==> config.mk <==
export PLATFORM = sky130hd
export DESIGN_NAME = io_arbiter
export DESIGN_NICKNAME = d
export VERILOG_FILES = /design/src/rtl/io_arb_pkg.sv /design/src/rtl/io_arbiter_rr_pick.sv /design/src/rtl/io_arbiter.sv
export SDC_FILE = /design/constraint.sdc
export NUM_CORES = 1
export LEC_CHECK = 0
export BUFFER_PORTS_ARGS = -buffer_cell sky130_fd_sc_hd__buf_4
export CORE_MARGIN = 1.5
export CORE_UTILIZATION = 57
export DETAILED_ROUTE_END_ITERATION = 12
export GPL_TIMING_DRIVEN = 1
export HOLD_SLACK_MARGIN = 0.1
export PLACE_DENSITY = 0.85
export SYNTH_ARGS = -nofsm -noshare
export SYNTH_HDL_FRONTEND = slang
export SYNTH_HIERARCHICAL = 1
export SYNTH_SLANG_ARGS = --single-unit
==> constraint.sdc <==
create_clock -name CLOCK -period 3.9 [get_ports CLOCK]
set_input_delay 0.195 -clock CLOCK [delete_from_list [all_inputs] [get_ports CLOCK]]
set_output_delay 0.195 -clock CLOCK [all_outputs]
set_load 0.02 [all_outputs]
==> src/rtl/io_arb_pkg.sv <==
// ---------------------------------------------------------------------------
// io_arb_pkg
// Shared definitions for the I/O arbiter.
//   NREQ_DEF       : default number of I/O requesters
//   WDOG_WORDS_DEF : default maximum grant length in word times
//                    (216 = two drum revolutions)
//   arb_state_e    : arbiter FSM encoding (IDLE / GRANT / RELEASE)
// ---------------------------------------------------------------------------
package io_arb_pkg;

    localparam int NREQ_DEF       = 4;
    localparam int WDOG_WORDS_DEF = 216;

    typedef enum logic [1:0] {
        IDLE    = 2'd0,
        GRANT   = 2'd1,
        RELEASE = 2'd2
    } arb_state_e;

endpackage

==> src/rtl/io_arbiter_rr_pick.sv <==
// ---------------------------------------------------------------------------
// rr_pick
// Combinational round-robin picker. It scans req starting at index ptr
// and wraps modulo N. The first set bit found is the winner.
//   req   : in,  N      request vector
//   ptr   : in,  IDW    index that has first priority
//   valid : out, 1      at least one request is set
//   idx   : out, IDW    index of the winner (0 when valid is low)
// ---------------------------------------------------------------------------
module rr_pick #(
    parameter int N   = 4,
    parameter int IDW = $clog2(N)
) (
    input  logic [N-1:0]   req,
    input  logic [IDW-1:0] ptr,
    output logic           valid,
    output logic [IDW-1:0] idx
);

    logic w_found;
    int   w_cand;

    always_comb begin
        valid   = |req;
        idx     = '0;
        w_found = 1'b0;
        w_cand  = 0;
        for (int k = 0; k < N; k++) begin
            // Candidate is (ptr + k) mod N. Both operands are below N,
            // so a single subtraction performs the wrap.
            w_cand = int'(ptr) + k;
            if (w_cand >= N) begin
                w_cand = w_cand - N;
            end
            if (!w_found && req[w_cand]) begin
                w_found = 1'b1;
                idx     = w_cand[IDW-1:0];
            end
        end
    end

endmodule

==> src/rtl/io_arbiter.sv <==
// ---------------------------------------------------------------------------
// io_arbiter
// Round-robin arbiter for the shared I/O shift path. Arbitration happens
// only at word-time boundaries (TE). Each grant is guarded by a watchdog
// that counts word times.
//
// Handshake: a requester holds REQ[i] high while it wants the path. GNT[i]
// is the registered grant. The holder gives the path back either with a
// one-CLOCK DONE[i] pulse or by dropping REQ[i]. The grant is then cleared
// on the next CLOCK, and the path stays free for one CLOCK (RELEASE).
// Nothing is re-arbitrated until the following TE.
//
// Ports
//   CLOCK       : in,  1      system clock; all state uses the rising edge
//   rst_n       : in,  1      asynchronous active-low reset
//   TE          : in,  1      end-of-word-time strobe, one CLOCK wide
//   SW_NO_GO    : in,  1      blocks new grants while high
//   REQ         : in,  NREQ   level requests
//   DONE        : in,  NREQ   one-CLOCK release pulses
//   GNT         : out, NREQ   one-hot grant, or all zero
//   GNT_ID      : out, IDW    index of the holder (0 when idle)
//   BUSY        : out, 1      high whenever GNT is nonzero
//   TIMEOUT     : out, 1      one-CLOCK pulse when the watchdog revokes
//   o_dbg_state : out, 2      current FSM state
//   o_dbg_ptr   : out, IDW    current round-robin pointer
// ---------------------------------------------------------------------------
module io_arbiter
    import io_arb_pkg::*;
#(
    parameter int NREQ       = NREQ_DEF,
    parameter int WDOG_WORDS = WDOG_WORDS_DEF
) (
    input  logic                    CLOCK,
    input  logic                    rst_n,
    input  logic                    TE,
    input  logic                    SW_NO_GO,
    input  logic [NREQ-1:0]         REQ,
    input  logic [NREQ-1:0]         DONE,
    output logic [NREQ-1:0]         GNT,
    output logic [$clog2(NREQ)-1:0] GNT_ID,
    output logic                    BUSY,
    output logic                    TIMEOUT,
    output logic [1:0]              o_dbg_state,
    output logic [$clog2(NREQ)-1:0] o_dbg_ptr
);

    localparam int IDW = $clog2(NREQ);
    localparam int WW  = $clog2(WDOG_WORDS + 1);

    localparam logic [IDW-1:0] LAST_IDX  = IDW'(NREQ - 1);
    localparam logic [WW-1:0]  WDOG_LAST = WW'(WDOG_WORDS - 1);
    localparam logic [WW-1:0]  WDOG_MAX  = WW'(WDOG_WORDS);

    arb_state_e      r_state;
    logic [IDW-1:0]  r_ptr;
    logic [IDW-1:0]  r_gnt_id;
    logic [NREQ-1:0] r_gnt;
    logic            r_busy;
    logic            r_timeout;
    logic [WW-1:0]   r_wdog;

    logic            w_pick_valid;
    logic [IDW-1:0]  w_pick_idx;
    logic            w_arb;
    logic            w_hold_done;
    logic            w_hold_drop;
    logic            w_wdog_exp;
    logic [IDW-1:0]  w_next_ptr;

    rr_pick #(
        .N   (NREQ),
        .IDW (IDW)
    ) u_rr_pick (
        .req   (REQ),
        .ptr   (r_ptr),
        .valid (w_pick_valid),
        .idx   (w_pick_idx)
    );

    assign w_arb       = TE && w_pick_valid && !SW_NO_GO;
    // Only the holder's DONE and REQ bits are looked at during GRANT.
    assign w_hold_done = DONE[r_gnt_id];
    assign w_hold_drop = !REQ[r_gnt_id];
    // This TE is the one that brings the count up to WDOG_WORDS.
    assign w_wdog_exp  = TE && (r_wdog == WDOG_LAST);
    assign w_next_ptr  = (r_gnt_id == LAST_IDX) ? '0 : r_gnt_id + IDW'(1);

    always_ff @(posedge CLOCK or negedge rst_n) begin
        if (!rst_n) begin
            r_state   <= IDLE;
            r_ptr     <= '0;
            r_gnt_id  <= '0;
            r_gnt     <= '0;
            r_busy    <= 1'b0;
            r_timeout <= 1'b0;
            r_wdog    <= '0;
        end else begin
            r_timeout <= 1'b0;
            case (r_state)
                IDLE: begin
                    if (w_arb) begin
                        r_state  <= GRANT;
                        r_gnt    <= NREQ'(1) << w_pick_idx;
                        r_gnt_id <= w_pick_idx;
                        r_busy   <= 1'b1;
                        r_wdog   <= '0;
                    end
                end
                GRANT: begin
                    // Release by the holder has priority over the watchdog.
                    // When both happen on the same CLOCK, TIMEOUT stays low.
                    if (w_hold_done || w_hold_drop || w_wdog_exp) begin
                        r_state   <= RELEASE;
                        r_gnt     <= '0;
                        r_gnt_id  <= '0;
                        r_busy    <= 1'b0;
                        r_ptr     <= w_next_ptr;
                        r_timeout <= !(w_hold_done || w_hold_drop);
                        if (w_wdog_exp) begin
                            r_wdog <= WDOG_MAX;
                        end
                    end else if (TE && (r_wdog != WDOG_MAX)) begin
                        r_wdog <= r_wdog + WW'(1);
                    end
                end
                RELEASE: begin
                    r_state <= IDLE;
                end
                default: begin
                    r_state <= IDLE;
                end
            endcase
        end
    end

    assign GNT         = r_gnt;
    assign GNT_ID      = r_gnt_id;
    assign BUSY        = r_busy;
    assign TIMEOUT     = r_timeout;
    assign o_dbg_state = r_state;
    assign o_dbg_ptr   = r_ptr;

endmodule
After elaboration in Yosys (flattened, before gate mapping)
Index checks and enable logic that the tools add are counted.
Widths: inputs -> output; s select.

storage, ports and cells
  register bits = 20
  bits in latches = 0
  memory bits (writable) = 0
  ROM bits = 0
  input bits = 12
  output and inout port bits = 12
  logic and storage cells = 103
  memories = 0

cells by class
  $add $sub $neg = 9
  multipliers = 0
  divide/modulo/power cells = 0
  order comparisons = 9
  equality and inequality tests = 8
  shift operators = 1
  multiplexer cells = 47
  bitwise gates (word level) = 0
  reductions and logical operators = 22

operators with widths
  operator               count
  $lt 32x4->1 const B    4
  $mux 32                4
  $ge 32x4->1 const B    3
  $sub 32x4->32 const B  3
  $mux 8                 4
  $mux 2                 9
  $mux 1                 17
  $pmux 8 s2             1
  $bmux 1 s2             6
  $add 8x1->8 const B    1
  $eq 8x8->1 const B     1
  $mux 4                 2
  $ne 8x8->1 const B     1
  $pmux 2 s2             2
  $pmux 4 s2             1
  $logic_and 1x1->1      7
  $add 2x2->3 const B    2
  $logic_not 1->1        6
  $ne 3x3->1 const B     2
  $ne 2x2->1 const B     2
  $reduce_and 2->1       2
  $reduce_and 4->1       1
  $reduce_or 4->1        1
  $shl 1x2->4 const A    1
  other kinds (12)       13

Depth between registers and ports, before layout
  depth after elaboration = 18
  mapped depth = 8
  depth with buffers taken out = 7

By module
Netlist, hierarchy kept.

by module, submodules not included
  module      times used  cells an instance  area an instance (um^2)  sequential area each (um^2)
  io_arbiter  1           113                1106.1                   500.5
  rr_pick     1           15                 77.6                     0.0

Worst setup path after synthesis
Ideal clock, no wire load.

  path type = reg-to-reg
  start = register r_gnt_id[1], in the netlist GNT_ID[1]
  end = register r_wdog[2]
  library setup time = 0.110 ns
  data arrival time = 1.703 ns
  data required time = 3.790 ns
  path slack = 2.087 ns
  stages on the path, launching flop included = 6
  path buffers = 1
  period minus slack after synthesis = 1.813 ns
  cell sequence = dfrtp_1 -> mux4_2 -> a211oi_4 -> buf_6 -> o21ai_1 -> o41ai_1

on the way
  longest elaborated chain between the ends = 7
  elaborated cells on any way between the ends = 12
  classes of those cells = eq/ne (2); mux (6); reduce/logical (4)

ends and longest elaborated chain
  element                                                          RTL line           source
  start, declared                                                  io_arbiter.sv:56   logic [IDW-1:0] r_gnt_id;
  start signal, assigned                                           io_arbiter.sv:104  r_gnt_id <= w_pick_idx;
  $bmux 1 s2                                                       io_arbiter.sv:83   assign w_hold_drop = !REQ[r_gnt_id];
  $mux 1 (implied by the code)                                     io_arbiter.sv:83
  $logic_not 1->1                                                  io_arbiter.sv:83
  $logic_or 1x1->1 * (2 in a row)                                  io_arbiter.sv:112  if (w_hold_done || w_hold_drop || w_wdog_exp) begin
  $ne 3x3->1 (no source line) or $mux 8 (tied branches)            n/a
  $reduce_and 4->1 (no source line) or $pmux 8 s2 (tied branches)  n/a
  end signal, assigned                                             io_arbiter.sv:123  r_wdog <= r_wdog + WW'(1);
  end, declared                                                    io_arbiter.sv:60   logic [WW-1:0] r_wdog;

Every way passes the cells marked *; elsewhere a longest branch is shown, timed or not. The select of a mux whose other input is x is not followed.
A chain may end at the register's enable or synchronous reset.

Worst setup path in the final report
  start = register r_gnt_id[1], in the netlist GNT_ID[1]
  end = register r_ptr[1], in the netlist o_dbg_ptr[1]

on the way
  longest elaborated chain between the ends = 6
  elaborated cells on any way between the ends = 11
  classes of those cells = add/sub (1); eq/ne (1); mux (5); reduce/logical (4)

ends and longest elaborated chain
  element                            RTL line           source
  $bmux 1 s2                         io_arbiter.sv:83
  $mux 1 (implied by the code)       io_arbiter.sv:83
  $logic_not 1->1                    io_arbiter.sv:83
  $logic_or 1x1->1 (2 in a row)      io_arbiter.sv:112
  $reduce_and 2->1 (no source line)  n/a
  end signal, assigned               io_arbiter.sv:117  r_ptr <= w_next_ptr;
  end, declared                      io_arbiter.sv:55   logic [IDW-1:0] r_ptr;

Several ways; a longest one is shown, not always the timed one. The select of a mux whose other input is x is not followed.

==> impl_metrics.py <==
metrics = {
    "synthesis": {
        "syn_inst": 128,
        "synth_top_area_cell": "dfrtp_1",
        "synthSimpleGateAreaFrac_pct": 22.3,
        "ys_warn_count": 6,
        "synthAdderAreaFrac_pct": 3.17,
        "syn-num-nets": 143,
        "syn-cell-area_um2": 1180,
        "synth_top_family_by_area": "simple AND/OR/NAND/NOR gates",
        "synth_xor_area_share_pct": 0,
        "ys_seq_area_share_pct": 42.3,
        "synthMuxAreaShare_pct": 6.45,
        "yosysTopAreaCellShare_pct": 42.3,
        "synth_ff_type": "dfrtp_1",
        "syn_area_per_cell_um2": 9.25,
        "synth-compound-area-share_pct": 19.7,
        "synth_edf_count": 0,
        "ys_async_sr_fraction_pct": 100,
        "ys_seq_elements": 20,
        "synthDistinctLibCells": 33,
        "synth.top_cells.by_area": "dfrtp_1 (42%), nand3_1 (4.7%), inv_1 (4.1%)",
    },
    "routing": {
        "antenna_left": 0,
        "dr.pass1.iters": 4,
        "maxUsedRoutingLayer": "met4",
        "routedWlPerCell_um": 14.9,
        "route.detailed.drc": 0,
        "num_vias": 1045,
        "wl_met2_um": 1340,
        "wirelength_um": 2690,
        "initialDrtViolationCount": 31,
        "met3_length_um": 99,
        "via_per_inst": 5.81,
        "wl_met1_um": 1140,
    },
    "timing": {
        "slew_headroom_pct": 42.3,
        "timing.final.ws_setup_ns": 1.65,
        "maxClockFrequency_ghz": 0.444,
        "skew_ns": 0.00595,
        "period_minus_slack_ns": 2.25,
        "rsz0062_at_grt": "false",
        "finalSetupViolCount": 0,
        "hold_viol": 0,
        "final-max-slew-violation-count": 0,
        "worst_pin_slew_ns": 0.860,
        "setup_tns_ns": 0,
        "min_period_over_period_pct": 57.7,
    },
    "global_route": {
        "grt_pass1_vias": 1037,
        "grt_max_degree": 21,
        "grt_use_total_pct": 24.5,
        "grt_pass1_wl_um": 4410,
        "antenna_found_initial": 0,
        "grt_overflow": 0,
    },
    "cells_and_area": {
        "final_cells": 180,
        "finalNetCount": 169,
        "num-fill-cells": 157,
        "final_common_cell": "buf_4",
        "design_area_um2": 1430,
        "drive_gt1_share_pct": 22.2,
        "syn_to_final_growth_pct": 21.0,
        "n_antenna_cell": 0,
        "final_cell_mix": "buf_4 (23), dfrtp_1 (20), inv_1 (13), nand2_1 (13), nand3_1 (11)",
    },
    "setup_path": {
        "crit_arrival_ns": 2.46,
        "crit_fanout": 13,
        "critPathLaunchType": "flop",
        "critPathKind": "flop to flop",
        "end_kind": "flop",
        "worst_ep_required_time_ns": 4.11,
    },
    "floorplanning": {
        "initial_core_util_pct": 60.3,
        "die_y_um": 48.6,
        "die_w_um": 48.6,
        "core_area_um2": 1960,
        "die-area_um2": 2360,
        "ios": 24,
        "row_count": 16,
    },
    "cts": {
        "cts_resized": 0,
        "numClockSinks": 20,
        "insertion_delay_ns": 0.31,
        "cts_tree": "built",
        "cts_inserted_buffers": 3,
        "path_clk_slew_ns": 0.12,
        "root_buffer": "clkbuf_4",
        "hold_buffers": 1,
        "clockBufferDepth": 2,
        "cts-htree-levels": 1,
        "post_cts_buffers": 0,
    },
    "place": {
        "pre_cts_slack_ns": 1.67,
        "dp_cells": 175,
        "hpwl_um": 2000,
        "io_buffer_count": 23,
        "gp_congestion": 0.904,
        "postPlaceCellArea_um2": 1370,
    },
    "power": {
        "leakage_uw": 0.000687,
        "peakVddDrop_mv": 0.423,
        "power_density_nw_per_um2": 599,
    },
    "hold_path": {
        "hp-class": "input pin to flop",
    },
    "flow_run": {
        "cap_violations": 0,
    },
    "run_status": {
        "status": "finished, final reports clean",
    },
}
-- final cells by class --
type / instances / area (µm²) / area share, %
Clock buffer: 3 / 22.5 / 1.57
Clock inverter: 1 / 30.0 / 2.10
Inverter: 14 / 52.6 / 3.67
Multi-Input combinational cell: 91 / 611 / 42.6
Sequential cell: 20 / 500 / 34.9
Tap cell: 27 / 33.8 / 2.36
Timing Repair Buffer: 24 / 183 / 12.8
-- cell families (layout without fill, tap and decap cells) --
logic type                 count (synthesis)  count (layout)
muxes                                      5               5
AOI/OAI and AO/OA                         34              34
adders and majority gates                  3               3
and+or+nand+nor                           49              49
DFF                                       20              20
buffers and inverters                     17              42
-- routing by layer --
metal	up-vias	global-route usage [%]
met5	-	0
met4	0	14.8
met3	11	5.56
met2	32	41.9
met1	499	28.1
li1	503	-
-- synth_stat cells (all sizes together) (2+ instances only) --
cell and count:
buf 2, o31a 2, nand3 11, a21oi 9, o31ai 5, mux4 2, nand2b 6, o21ai 10
inv 14, nor3 4, nand2 13, nor2 5, nor2b 5, dfrtp 20, mux2i 2, nand4b 2
and3 2, o22ai 2, ha 3
-- path summary, 6_finish.rpt --
path	start	to	slack [ns]	cells past startpoint
hold / removal	TE	TIMEOUT	0.25	3
min in group asynchronous	rst_n	r_wdog[0]	0.28	2
setup reg to reg	GNT_ID[1]	o_dbg_ptr[1]	1.65	3
hold reg to reg	BUSY	BUSY	0.49	2
setup / recovery	GNT_ID[1]	o_dbg_ptr[1]	1.65	3
max in group asynchronous	rst_n	r_wdog[6]	3.41	2
-- registers in the layout, indices dropped and copies added (netlist names) --
signal and flops:
r_wdog 8, GNT 4, GNT_ID 2, o_dbg_ptr 2, o_dbg_state 2, BUSY 1
TIMEOUT 1
-- through the flow --
stage          hold WS [ns]  total power (µW)  utilization, %
2_1_floorplan        -0.101               559               -
3_3_place_gp         0.0824               677            69.8
3_5_place_dp         0.0857               689            69.8
4_1_cts               0.238               861            73.0
5_1_grt               0.255               909            73.0
6_report              0.249               858            73.0
-- report_power, final --
group          switching, µW  leakage (µW)  internal [µW]
clock network           67.9     0.0000279            104
logic                    197      0.000393            153
registers               70.7      0.000267            266
total                    336      0.000687            523
-- worst max-delay path: stages, from the launching register on --
cell and delay [ns]:
dfrtp_1 0.48, mux4_2 0.56, o21ai_1 0.70, mux2_2 0.41
Note: power is estimated with default switching activity, not from simulation.
